===== src/rtl/riscv_pkg.sv =====
// Shared RV32 machine-mode CSR definitions: addresses, trap cause codes,
// Zicsr write operations and mstatus field positions.
package riscv_pkg;

    localparam logic [11:0] CSR_MSTATUS   = 12'h300;
    localparam logic [11:0] CSR_MISA      = 12'h301;
    localparam logic [11:0] CSR_MIE       = 12'h304;
    localparam logic [11:0] CSR_MTVEC     = 12'h305;
    localparam logic [11:0] CSR_MSCRATCH  = 12'h340;
    localparam logic [11:0] CSR_MEPC      = 12'h341;
    localparam logic [11:0] CSR_MCAUSE    = 12'h342;
    localparam logic [11:0] CSR_MTVAL     = 12'h343;
    localparam logic [11:0] CSR_MIP       = 12'h344;
    localparam logic [11:0] CSR_MCYCLE    = 12'hB00;
    localparam logic [11:0] CSR_MINSTRET  = 12'hB02;
    localparam logic [11:0] CSR_MCYCLEH   = 12'hB80;
    localparam logic [11:0] CSR_MINSTRETH = 12'hB82;
    localparam logic [11:0] CSR_CYCLE     = 12'hC00;
    localparam logic [11:0] CSR_CYCLEH    = 12'hC80;
    localparam logic [11:0] CSR_MVENDORID = 12'hF11;
    localparam logic [11:0] CSR_MARCHID   = 12'hF12;
    localparam logic [11:0] CSR_MIMPID    = 12'hF13;
    localparam logic [11:0] CSR_MHARTID   = 12'hF14;

    localparam logic [4:0] CAUSE_INSN_FAULT      = 5'd1;
    localparam logic [4:0] CAUSE_ILLEGAL_INSN    = 5'd2;
    localparam logic [4:0] CAUSE_BREAKPOINT      = 5'd3;
    localparam logic [4:0] CAUSE_LOAD_MISALIGNED = 5'd4;
    localparam logic [4:0] CAUSE_LOAD_FAULT      = 5'd5;
    localparam logic [4:0] CAUSE_STORE_MISALIGN  = 5'd6;
    localparam logic [4:0] CAUSE_STORE_FAULT     = 5'd7;
    localparam logic [4:0] CAUSE_ECALL_M         = 5'd11;

    localparam int MSTATUS_MIE  = 3;
    localparam int MSTATUS_MPIE = 7;
    localparam int MSTATUS_MPP  = 11;
    localparam int MIE_MEIE     = 11;

    typedef enum logic [1:0] {
        WT_NOP   = 2'b00,
        WT_WRITE = 2'b01,
        WT_SET   = 2'b10,
        WT_CLEAR = 2'b11
    } write_type_t;

    // Causes whose faulting address is meaningful in mtval.
    function automatic logic cause_has_tval(input logic [4:0] cause);
        return cause inside {CAUSE_INSN_FAULT, CAUSE_LOAD_MISALIGNED, CAUSE_LOAD_FAULT,
                             CAUSE_STORE_MISALIGN, CAUSE_STORE_FAULT};
    endfunction

    function automatic logic [31:0] csr_update(input logic [31:0] old, input logic [31:0] operand,
                                               input write_type_t wt);
        case (wt)
            WT_WRITE: return operand;
            WT_SET:   return old | operand;
            WT_CLEAR: return old & ~operand;
            default:  return old;
        endcase
    endfunction

endpackage


===== src/rtl/rv_csr_counter64.sv =====
// Free-running 64-bit counter; loading either half suppresses that cycle's increment.
module rv_csr_counter64
    import riscv_pkg::*;
(
    input  logic        clk,
    input  logic        rst,
    input  logic        load_lo,
    input  logic        load_hi,
    input  logic [31:0] load_val,
    output logic [63:0] count
);

    always_ff @(posedge clk) begin
        if (rst) begin
            count <= 64'd0;
        end else if (load_lo || load_hi) begin
            if (load_lo) count[31:0]  <= load_val;
            if (load_hi) count[63:32] <= load_val;
        end else begin
            count <= count + 64'd1;
        end
    end

endmodule


===== src/rtl/rv_machine_csr_file.sv =====
// RV32 machine-mode CSR file: Zicsr access, trap state capture and mret restore.
module rv_machine_csr_file
    import riscv_pkg::*;
#(
    parameter logic [31:0] MISA_VAL = 32'h4000_0100,
    parameter logic [31:0] HART_ID  = 32'd0
) (
    input  logic        clk,
    input  logic        rst,
    input  logic [11:0] csr_addr,
    input  logic [31:0] addr,
    input  logic [31:0] bus,
    input  logic [31:0] pc,
    output logic [31:0] csr_out,
    input  logic        read,
    input  logic        write,
    input  logic [1:0]  write_type,
    input  logic        trap,
    input  logic [4:0]  trap_cause,
    input  logic        take_external_interupt,
    input  logic        ret,
    output logic        invalid
);

    logic        st_mie, st_mpie, meie;
    logic [31:0] mscratch, mepc, mcause, mtval;
    logic [63:0] mcycle;
    logic [31:0] mstatus_rd, new_val;
    logic        implemented, wr_en;
    write_type_t wt;

    assign wt    = write_type_t'(write_type);
    assign wr_en = write && !trap && (wt != WT_NOP);

    always_comb begin
        mstatus_rd                                = 32'd0;
        mstatus_rd[MSTATUS_MIE]                   = st_mie;
        mstatus_rd[MSTATUS_MPIE]                  = st_mpie;
        mstatus_rd[MSTATUS_MPP+1:MSTATUS_MPP]     = 2'b11;
    end

    always_comb begin
        csr_out     = 32'd0;
        implemented = 1'b1;
        case (csr_addr)
            CSR_MSTATUS:                csr_out = mstatus_rd;
            CSR_MISA:                   csr_out = MISA_VAL;
            CSR_MIE:                    csr_out = {20'd0, meie, 11'd0};
            CSR_MTVEC:                  csr_out = 32'h4;
            CSR_MSCRATCH:               csr_out = mscratch;
            CSR_MEPC:                   csr_out = mepc;
            CSR_MCAUSE:                 csr_out = mcause;
            CSR_MTVAL:                  csr_out = mtval;
            CSR_MCYCLE, CSR_CYCLE:      csr_out = mcycle[31:0];
            CSR_MCYCLEH, CSR_CYCLEH:    csr_out = mcycle[63:32];
            CSR_MHARTID:                csr_out = HART_ID;
            CSR_MIP, CSR_MINSTRET, CSR_MINSTRETH,
            CSR_MVENDORID, CSR_MARCHID, CSR_MIMPID: csr_out = 32'd0;
            default:                    implemented = 1'b0;
        endcase
    end

    // The read-only check only fires on an actual write strobe.
    assign invalid = !implemented || (write && (csr_addr[11:10] == 2'b11));
    assign new_val = csr_update(csr_out, bus, wt);

    rv_csr_counter64 u_mcycle (
        .clk      (clk),
        .rst      (rst),
        .load_lo  (wr_en && (csr_addr == CSR_MCYCLE)),
        .load_hi  (wr_en && (csr_addr == CSR_MCYCLEH)),
        .load_val (new_val),
        .count    (mcycle)
    );

    always_ff @(posedge clk) begin
        if (rst) begin
            st_mie   <= 1'b0;
            st_mpie  <= 1'b0;
            meie     <= 1'b0;
            mscratch <= 32'd0;
            mepc     <= 32'd0;
            mcause   <= 32'd0;
            mtval    <= 32'd0;
        end else if (trap) begin
            mepc    <= pc;
            mcause  <= {take_external_interupt, 26'd0, trap_cause};
            mtval   <= (!take_external_interupt && cause_has_tval(trap_cause)) ? addr : 32'd0;
            st_mpie <= st_mie;
            st_mie  <= 1'b0;
        end else begin
            if (wr_en) begin
                case (csr_addr)
                    CSR_MSTATUS: begin
                        st_mie  <= new_val[MSTATUS_MIE];
                        st_mpie <= new_val[MSTATUS_MPIE];
                    end
                    CSR_MIE:      meie     <= new_val[MIE_MEIE];
                    CSR_MSCRATCH: mscratch <= new_val;
                    CSR_MEPC:     mepc     <= {new_val[31:2], 2'b00};
                    CSR_MCAUSE:   mcause   <= new_val;
                    CSR_MTVAL:    mtval    <= new_val;
                    default: ;
                endcase
            end
            // read qualifies mret so a ret held into the next fetch restores only once
            if (ret && read) begin
                st_mie  <= st_mpie;
                st_mpie <= 1'b1;
            end
        end
    end

endmodule


===== config.mk =====
export PLATFORM = sky130hd
export DESIGN_NAME = rv_machine_csr_file
export DESIGN_NICKNAME = d
export VERILOG_FILES = /design/src/rtl/riscv_pkg.sv /design/src/rtl/rv_csr_counter64.sv /design/src/rtl/rv_machine_csr_file.sv
export SDC_FILE = /design/constraint.sdc
export NUM_CORES = 1
export LEC_CHECK = 0
export ABC_AREA = 1
export BUFFER_PORTS_ARGS = -buffer_cell sky130_fd_sc_hd__buf_2
export CAP_MARGIN = 20
export CELL_PAD_IN_SITES_DETAIL_PLACEMENT = 1
export CELL_PAD_IN_SITES_GLOBAL_PLACEMENT = 1
export CORE_ASPECT_RATIO = 1.4
export CORE_MARGIN = 2
export CORE_UTILIZATION = 44
export DETAILED_ROUTE_END_ITERATION = 8
export PLACE_DENSITY_LB_ADDON = 0.1
export SYNTH_ARGS = -nofsm -noshare
export SYNTH_HDL_FRONTEND = slang
export SYNTH_SLANG_ARGS = --single-unit

===== constraint.sdc =====
create_clock -name clk -period 3.5 [get_ports clk]
set_clock_uncertainty 0.15 [all_clocks]
set_input_delay 0.175 -clock clk [delete_from_list [all_inputs] [get_ports clk]]
set_output_delay 0.175 -clock clk [all_outputs]
set_load 0.01 [all_outputs]

==> results of run 1 <==
layer usage:
metal | global-route usage | up-vias | routed length, um
li1 | - | 7538 | -
met1 | 0.481 | 7997 | 24600
met2 | 0.687 | 762 | 31300
met3 | 0.0667 | 216 | 4340
met4 | 0.270 | 0 | 4640
met5 | 0 | - | 0
placed cells by master, fill, tap and decap left out, types with 3 or more instances in the layout:
cell type | synthesis | final
nand2_1 | 565 | 564
inv_1 | 348 | 348
o21ai_0 | 237 | 237
a21oi_1 | 235 | 235
nor2_1 | 218 | 217
dfxtp_1 | 195 | 195
buf_2 | 26 | 153
nand3_1 | 121 | 121
dlygate4sd3_1 | 0 | 71
nand2_2 | 39 | 40
xor2_1 | 38 | 38
nand4_1 | 30 | 30
o21ai_1 | 28 | 27
nor3_1 | 26 | 26
buf_4 | 3 | 26
clkbuf_16 | 0 | 17
inv_2 | 10 | 10
xnor2_1 | 10 | 10
nor2_4 | 8 | 8
o211ai_1 | 7 | 7
inv_6 | 0 | 7
o221ai_1 | 6 | 6
nor2_2 | 4 | 5
o2111a_1 | 5 | 5
nand3_2 | 4 | 4
nand2_4 | 4 | 4
a221oi_1 | 4 | 4
nor2_8 | 3 | 3
nand3b_1 | 3 | 3
state kept, by name (all words and copies together) (netlist names):
register / flops
mscratch: 32
u_mcycle.count: 64
mepc: 32
st_mie: 1
st_mpie: 1
mcause: 32
meie: 1
mtval: 32
how the worst min path moves through the flow:
stage / end / start / slack, ps / cells after the start
2_1_floorplan: mepc[0] / pc[0] / 170 / 2
3_3_place_gp: mepc[0] / pc[0] / 300 / 3
6_report: mtval[18] / addr[18] / 5 / 5
4_1_cts: mtval[17] / addr[17] / 2 / 5
3_5_place_dp: mepc[0] / pc[0] / 310 / 3
5_1_grt: mtval[18] / addr[18] / 20 / 5
critical path: cells and delay by family:
| family | cells | cell delay [ps] |
|---|---|---|
| compound gates | 1 | 160 |
| simple gates | 6 | 1320 |
| buf+inv | 3 | 780 |
cells by family (layout without fill, tap and decap cells):
group	Yosys count	count (layout)	share of synthesized area
compound gates	528	528	0.205
buf+inv	470	644	0.141
xor+xnor	48	48	0.0313
fa+ha+maj	1	1	0.000933
simple gates	1031	1031	0.331
flops	195	195	0.291
other cells	0	1	0
metrics by stage:
| step | area, sq um | utilization | setup WS, ps | power (uW) |
|---|---|---|---|---|
| after floorplan | 13400 | - | 1590 | 2560 |
| after global placement | 14300 | 0.478 | 639 | 2760 |
| after detailed placement | 14300 | 0.478 | 587 | 2770 |
| after CTS | 15600 | 0.521 | 813 | 4860 |
| after global routing | 15700 | 0.522 | 661 | 5020 |
| final | 15700 | 0.522 | 704 | 4890 |
area by class of cell:
class,count,area [sq um],share of cell area
diodes,1,2.50,0.000160
clock buffers,17,425,0.0272
clock inverters,15,165,0.0105
inverters,360,1350,0.0864
multi-input cells,1608,7620,0.487
flip-flops and latches,195,3900,0.249
well taps,385,482,0.0308
repair buffers,252,1710,0.109
what timing repair did:
action	CTS	global route
hold buffers	71	0
endpoints found under the hold margin	70	0
resized for setup	0	0
power by group:
group          switching (uW)  internal [uW]
combinational             362            186
sequential               21.2           2250
clock                    1050           1020
total                    1430           3450
==> flow_metrics.py, run 1 <==
metrics = {
    "yosys": {
        "ys.warnings.count": 0,
        "synth_top_area_cell": "dfxtp_1",
        "yosys-top-cells-area": "dfxtp_1, nand2_1, inv_1, o21ai_0, a21oi_1",
        "synthTopCellsByCount": "nand2_1, inv_1, o21ai_0",
        "ys_async_sr_fraction": 0,
        "syn-cell-area_sq_um": 13400,
        "ys.flop_type": "dfxtp_1",
        "ys_types": 42,
        "syn_avg_cell_area_sq_um": 5.90,
        "synth_seq_area_share": 0.291,
        "syn_inst": 2273,
        "synth_nets": 2396,
        "synth_top_area_share": 0.291,
        "post-synth-top-count-cell": "nand2_1",
        "synth_edf_count": 0,
        "synth_seq_cells": 195,
    },
    "clock_network": {
        "clk_pin_slew_ps": 80,
        "root_buffer": "clkbuf_16",
        "clk_latency_ps": 470,
        "cts.path.max_buffers": 2,
        "numCtsBuffers": 17,
        "postCtsSetupRepairBufs": 0,
        "cts_tree": "done",
        "htreeDepth": 4,
        "clock-sinks": 195,
    },
    "placement": {
        "place.gp.congestion": 1.02,
        "placed_cells": 2728,
        "portBuffers": 154,
        "hpwlAfterDp_um": 46700,
    },
    "sta": {
        "max_freq_mhz": 358,
        "setup_tns_ps": 0,
        "relSlewSlack": 0.427,
        "whs_ps": 4.70,
        "timing.final.max_slew_violations": 0,
        "tightest_slew_ps": 859,
        "setup_viol": 0,
        "fin_crit_sh": 0.799,
        "hold_viol_final": 0,
        "rsz0062_at_grt": "false",
        "period_minus_slack_ps": 2800,
    },
    "final_layout": {
        "layout.cells.non_filler": 2833,
        "final_net_count": 2557,
        "fillerInstances": 4256,
        "drive_gt1_frac": 0.119,
        "areaGrowthSynthToFinish_pct": 16.8,
    },
    "power_and_ir_drop": {
        "p_leak_uw": 0.00704,
        "vdd_drop_max_v": 0.000275,
        "power_density_nw_per_um2": 312,
    },
    "floorplanning": {
        "num_rows": 75,
        "die_w_um": 152,
        "initial_core_util": 0.447,
        "ios": 155,
        "coreArea_sq_um": 30000,
        "dieHeight_um": 211,
        "dieArea_sq_um": 31900,
    },
    "setup_path": {
        "rrSetupSlack_ps": 840,
        "cp_max_fo": 18,
        "crit_path_end_kind": "primary output",
        "critical_path.slowest_cell": "nor4_1",
        "crit_arrival_ps": 2470,
        "crit_path_cell_trace": "buf_2 > nor2_4 > nand2_4 > nor2_4 > nand2_1 > inv_1 > nor4_1 > o211ai_1 > nand2_1 > buf_2",
        "reg2regPathDepth": 11,
        "r2r_start": "u_mcycle.count[25]",
        "critPathLaunchType": "input port",
        "r2r-end": "u_mcycle.count[50]",
        "critPathKind": "in -> out",
        "slowest_delay_ps": 500,
        "critPathRequiredTime_ps": 3170,
        "crit_start": "csr_addr[0]",
        "worstSetupEndpoint": "invalid",
    },
    "drt": {
        "wl_per_cell_um": 22.9,
        "first_pass_iters": 5,
        "num_vias": 16500,
        "drt_wl_total_um": 64900,
        "avgViaCountPerCell": 5.83,
        "drtIter0Drc": 1225,
        "ant_nets": 0,
        "drcViolationCount": 0,
    },
    "run": {
        "drv_cap": 0,
    },
    "worst_hold_path": {
        "hold_path.class": "in -> reg",
    },
    "grt": {
        "grt_start_max_net_pins": 77,
        "track_usage": 0.411,
        "grt_pass1_vias": 17000,
        "grt_pass1_wl_um": 98700,
        "antenna_found_initial": 1,
        "overflow": 0,
    },
    "run_status": {
        "status": "completed",
    },
}
No activity file was read; power rests on OpenSTA's default activity.
==> inputs of run 2 (changes only) <==
CORE_UTILIZATION = 41   (was 44)
clock period = 2.9 ns   (was 3.5 ns; I/O delays follow)
==> run 2 against run 1 <==
Against the previous run:
- non-clock buffer count up 60
- register-to-register slack worse by 700 ps
- critical path depth up 7
- die area up 7.1%
- critical path type is now in -> reg
- largest cell class unchanged
- highest routed layer unchanged
==> flow_metrics.py, run 2 (synthesis gave the netlist of run 1 again) <==
metrics = {
    "setup_path": {
        "r2r_start": "u_mcycle.count[0]",
        "crit_arrival_ps": 3060,
        "crit_start": "csr_addr[5]",
        "reg2regPathDepth": 10,
        "critPathLaunchType": "input port",
        "rrSetupSlack_ps": 140,
        "r2r-end": "u_mcycle.count[54]",
        "critPathKind": "in -> reg",
        "crit_path_end_kind": "flip-flop",
        "worstSetupEndpoint": "mtval[1]",
        "cp_max_fo": 12,
        "critPathRequiredTime_ps": 3170,
    },
    "grt": {
        "antenna_found_initial": 1,
        "grt.busiest_layer": "met2",
        "use_met3": 0.0580,
        "overflow": 0,
        "use_met1": 0.466,
        "track_usage": 0.387,
        "grt_pass1_wl_um": 99400,
        "grt_pass1_vias": 16900,
        "grt_start_max_net_pins": 77,
        "met2_usage": 0.651,
    },
    "sta": {
        "rsz0062_at_grt": "false",
        "setup_viol": 0,
        "relSlewSlack": 0.435,
        "tightest_slew_ps": 848,
        "fin_ws_ps": 111,
        "hold_viol_final": 0,
        "timing.final.max_slew_violations": 0,
        "setup_tns_ps": 0,
        "max_freq_mhz": 359,
        "whs_ps": 24.4,
        "fin_crit_sh": 0.962,
        "period_minus_slack_ps": 2790,
    },
    "final_layout": {
        "final_cell_mix": "nand2_1, inv_1, o21ai_0",
        "seqCellArea_sq_um": 3900,
        "final_net_count": 2617,
        "largest_register_ff_count": 64,
        "top_register": "u_mcycle.count",
        "areaGrowthSynthToFinish_pct": 21.1,
        "multi_input_area_sq_um": 7640,
        "drive_gt1_frac": 0.131,
        "fillerInstances": 4502,
        "utilization": 0.503,
        "mostFrequentLayoutCell": "nand2_1",
    },
    "placement": {
        "portBuffers": 154,
        "place.gp.congestion": 0.985,
        "hpwlAfterDp_um": 49000,
        "pre_cts_ws_ps": 111,
    },
    "floorplanning": {
        "dieArea_sq_um": 34200,
        "initial_core_util": 0.415,
        "coreArea_sq_um": 32300,
        "die_w_um": 157,
        "dieHeight_um": 218,
        "ios": 155,
        "num_rows": 78,
    },
    "run": {
        "drv_cap": 0,
    },
    "drt": {
        "drtIter0Drc": 1177,
        "drcViolationCount": 0,
        "wl_per_cell_um": 22.5,
        "drt_wl_total_um": 66400,
        "num_vias": 16600,
        "first_pass_iters": 5,
        "ant_nets": 0,
        "avgViaCountPerCell": 5.62,
    },
    "power_and_ir_drop": {
        "vdd_drop_max_v": 0.000291,
        "power_density_nw_per_um2": 360,
        "p_leak_uw": 0.00734,
    },
    "clock_network": {
        "htreeDepth": 4,
        "clock-sinks": 195,
        "root_buffer": "clkbuf_16",
        "clk_latency_ps": 470,
        "clk_pin_slew_ps": 90,
        "cts.path.max_buffers": 2,
        "numCtsBuffers": 17,
        "cts_tree": "done",
    },
    "worst_hold_path": {
        "hold_path.class": "in -> reg",
    },
    "run_status": {
        "status": "completed",
    },
}
-- run 2: critical path, cell delays in order --
cell and delay [ps]:
buf_2 110, nor2_2 190, nand2_2 120, nor2_8 180, nand2_4 120, nor2_4 100
buf_4 240, nand2_1 80, nand2_1 80, inv_1 80, nand2_1 100, nand2_1 60
nand2_2 150, a21oi_1 80, dlygate4sd3_1 560, nor2_1 90, dlygate4sd3_1 550
-- run 2: layout make-up --
| type | instances | area share |
|---|---|---|
| Clock inverter | 12 | 0.00708 |
| Tap cell | 440 | 0.0339 |
| Antenna cell | 2 | 0.000308 |
| Timing Repair Buffer | 312 | 0.137 |
| Clock buffer | 19 | 0.0279 |
| Sequential cell | 195 | 0.240 |
| Inverter | 360 | 0.0833 |
| Multi-Input combinational cell | 1608 | 0.470 |
-- run 2: worst min-delay path by stage --
stage                     startpoint         end  slack (ps)  depth (start not counted)
after global routing         addr[7]    mtval[7]          40                          5
after floorplan                pc[0]     mepc[0]         140                          2
final                        addr[7]    mtval[7]          20                          5
after global placement         pc[0]     mepc[0]         260                          3
after detailed placement       pc[0]     mepc[0]         260                          3
after CTS                    bus[29]  mcause[29]           8                          5
-- run 2: repair_timing --
action,CTS,global route
hold buffers,97,0
endpoints found under the hold margin,85,0
resized for setup,0,5
setup endpoints to repair,0,2
setup buffers,0,3
-- run 2: power by group --
group / internal (uW) / switching, uW
Combinational: 254 / 442
Clock: 1180 / 1240
Sequential: 2710 / 25.0
Total: 4150 / 1710
-- run 2: metal layers --
layer / vias to the layer above / wire length, um
met5: - / 0
met4: 0 / 4160
met3: 207 / 3940
met2: 648 / 31700
met1: 8044 / 26600
li1: 7661 / -
-- run 2: stage by stage --
step           power [uW]  instances  instance area, sq um
6_report             5860       2948                 16200
4_1_cts              5840       2943                 16200
2_1_floorplan        3090       2273                 13400
5_1_grt              6030       2947                 16200
3_5_place_dp         3370       2815                 14700
3_3_place_gp         3350       2815                 14700
==> inputs of run 3 (changes only) <==
CORE_UTILIZATION = 44   (was 41)
clock period = 3.3 ns   (was 2.9 ns; I/O delays follow)
==> run 3 against run 2 <==
Against the previous run:
- sequential cell count unchanged
- largest power group unchanged
- clock power down 11%
- die area down 6.7%
- global-route usage up 2.8 points
- total power down 12%
- non-clock buffer count down 44
- critical path depth down 6
- cell count down 3.4%
- routed wire length down 0.60%
- combinational power down 16%
- sequential share of layout area up 0.75 points
- hold slack worse by 5.3 ps
==> flow_metrics.py, run 3 (synthesis gave the netlist of run 1 again) <==
metrics = {
    "run_status": {
        "status": "completed",
    },
    "final_layout": {
        "antennaDiodeCount": 0,
        "drive_gt1_frac": 0.124,
        "largest_register_ff_count": 64,
        "final_cell_mix": "nand2_1, inv_1, o21ai_0",
        "areaGrowthSynthToFinish_pct": 17.5,
        "mostFrequentLayoutCell": "nand2_1",
        "final_net_count": 2573,
        "finish.instance_area_sq_um": 15800,
        "seqCellArea_sq_um": 3900,
        "top_register": "u_mcycle.count",
        "multi_input_area_sq_um": 7620,
        "fillerInstances": 4282,
    },
    "floorplanning": {
        "dieArea_sq_um": 31900,
        "dieHeight_um": 211,
        "coreArea_sq_um": 30000,
        "num_rows": 75,
        "initial_core_util": 0.447,
        "ios": 155,
        "die_w_um": 152,
    },
    "power_and_ir_drop": {
        "fin_total_pwr_uw": 5140,
        "power_density_nw_per_um2": 326,
        "vdd_drop_max_v": 0.000301,
        "p_leak_uw": 0.00711,
    },
    "sta": {
        "rsz0062_at_grt": "false",
        "tightest_slew_ps": 1000,
        "relSlewSlack": 0.328,
        "timing.final.max_slew_violations": 0,
        "setup_viol": 0,
        "fin_crit_sh": 0.843,
        "period_minus_slack_ps": 2780,
        "hold_viol_final": 0,
        "setup_tns_ps": 0,
        "fin_ws_ps": 519,
        "max_freq_mhz": 360,
    },
    "drt": {
        "avgViaCountPerCell": 5.85,
        "num_vias": 16700,
        "wl_per_cell_um": 23.2,
        "drt_wl_total_um": 66000,
        "drtIter0Drc": 1315,
        "first_pass_iters": 7,
        "ant_nets": 0,
        "drcViolationCount": 0,
    },
    "clock_network": {
        "clock-sinks": 195,
        "root_buffer": "clkbuf_16",
        "numCtsBuffers": 17,
        "htreeDepth": 4,
        "clk_latency_ps": 470,
        "postCtsSetupRepairBufs": 0,
        "cts_tree": "done",
        "clk_pin_slew_ps": 80,
        "cts.path.max_buffers": 2,
    },
    "run": {
        "drv_cap": 0,
    },
    "setup_path": {
        "critPathLaunchType": "flip-flop",
        "crit_path_end_kind": "flip-flop",
        "critPathKind": "reg -> reg",
        "critPathRequiredTime_ps": 3520,
        "crit_arrival_ps": 3000,
        "cp_max_fo": 6,
    },
    "grt": {
        "overflow": 0,
        "grt_pass1_vias": 17000,
        "antenna_found_initial": 1,
        "grt_start_max_net_pins": 77,
        "grt_pass1_wl_um": 100000,
        "track_usage": 0.415,
    },
    "worst_hold_path": {
        "hold_path.class": "in -> reg",
    },
    "placement": {
        "portBuffers": 154,
        "dpl-instance-area_sq_um": 14400,
        "pre_cts_ws_ps": 713,
        "hpwlAfterDp_um": 47100,
        "place.gp.congestion": 1.03,
    },
}
run 3: changes by cell type in the layout (fill, tap and decap cells not counted), sizes merged:
cell	change
buf	-21
clkbuf	+1
diode	-2
dlygate4sd3	-23
run 3: where the power goes:
group	internal [uW]	total, uW	switching [uW]
registers	2380	2410	20.6
clock network	1060	2150	1090
logic	201	585	384
run 3: through the flow:
step / util / cells / hold slack, ps
after floorplan: - / 2273 / 164
after global placement: 0.481 / 2742 / 284
after detailed placement: 0.481 / 2742 / 288
after CTS: 0.525 / 2848 / 8.68
after global routing: 0.525 / 2848 / 42.3
final: 0.525 / 2848 / 19.1
run 3: critical path: stages (launching register included):
cell and delay, ps:
dfxtp_1 530, nand2_1 210, inv_1 150, nand3_1 130, nor3_1 830, nand2_1 150
o21ai_0 200, nand2_1 70, nand2_1 60, nand3_1 70, nand2_1 90, inv_1 40
run 3: path summary, 6_finish.rpt:
path / to / slack (ps) / from / depth (start not counted)
worst max register to register: u_mcycle.count[63] / 520 / u_mcycle.count[59] / 11
worst max-delay path: u_mcycle.count[63] / 520 / u_mcycle.count[59] / 11
worst min-delay path: mepc[25] / 20 / pc[25] / 5
worst min register to register: mepc[1] / 390 / mepc[1] / 2
run 3: timing repair:
action | in CTS | in global routing
hold buffers | 74 | 0
endpoints found under the hold margin | 73 | 0
resized for setup | 0 | 0
endpoints found under the setup margin | 0 | 0
run 3: layer usage:
metal / track usage / routed length, um / up-vias
met4: 0.252 / 4560 / 2
li1: - / - / 7576
met2: 0.688 / 31600 / 798
met1: 0.496 / 24800 / 8038
met3: 0.0706 / 5030 / 260
met5: 0 / 13 / -
run 3: final cells by class:
type / count / share of cell area
multi-input cells: 1608 / 0.484
flip-flops and latches: 195 / 0.248
inverters: 360 / 0.0859
well taps: 385 / 0.0306
clock buffers: 20 / 0.0296
repair buffers: 268 / 0.115
clock inverters: 12 / 0.00715
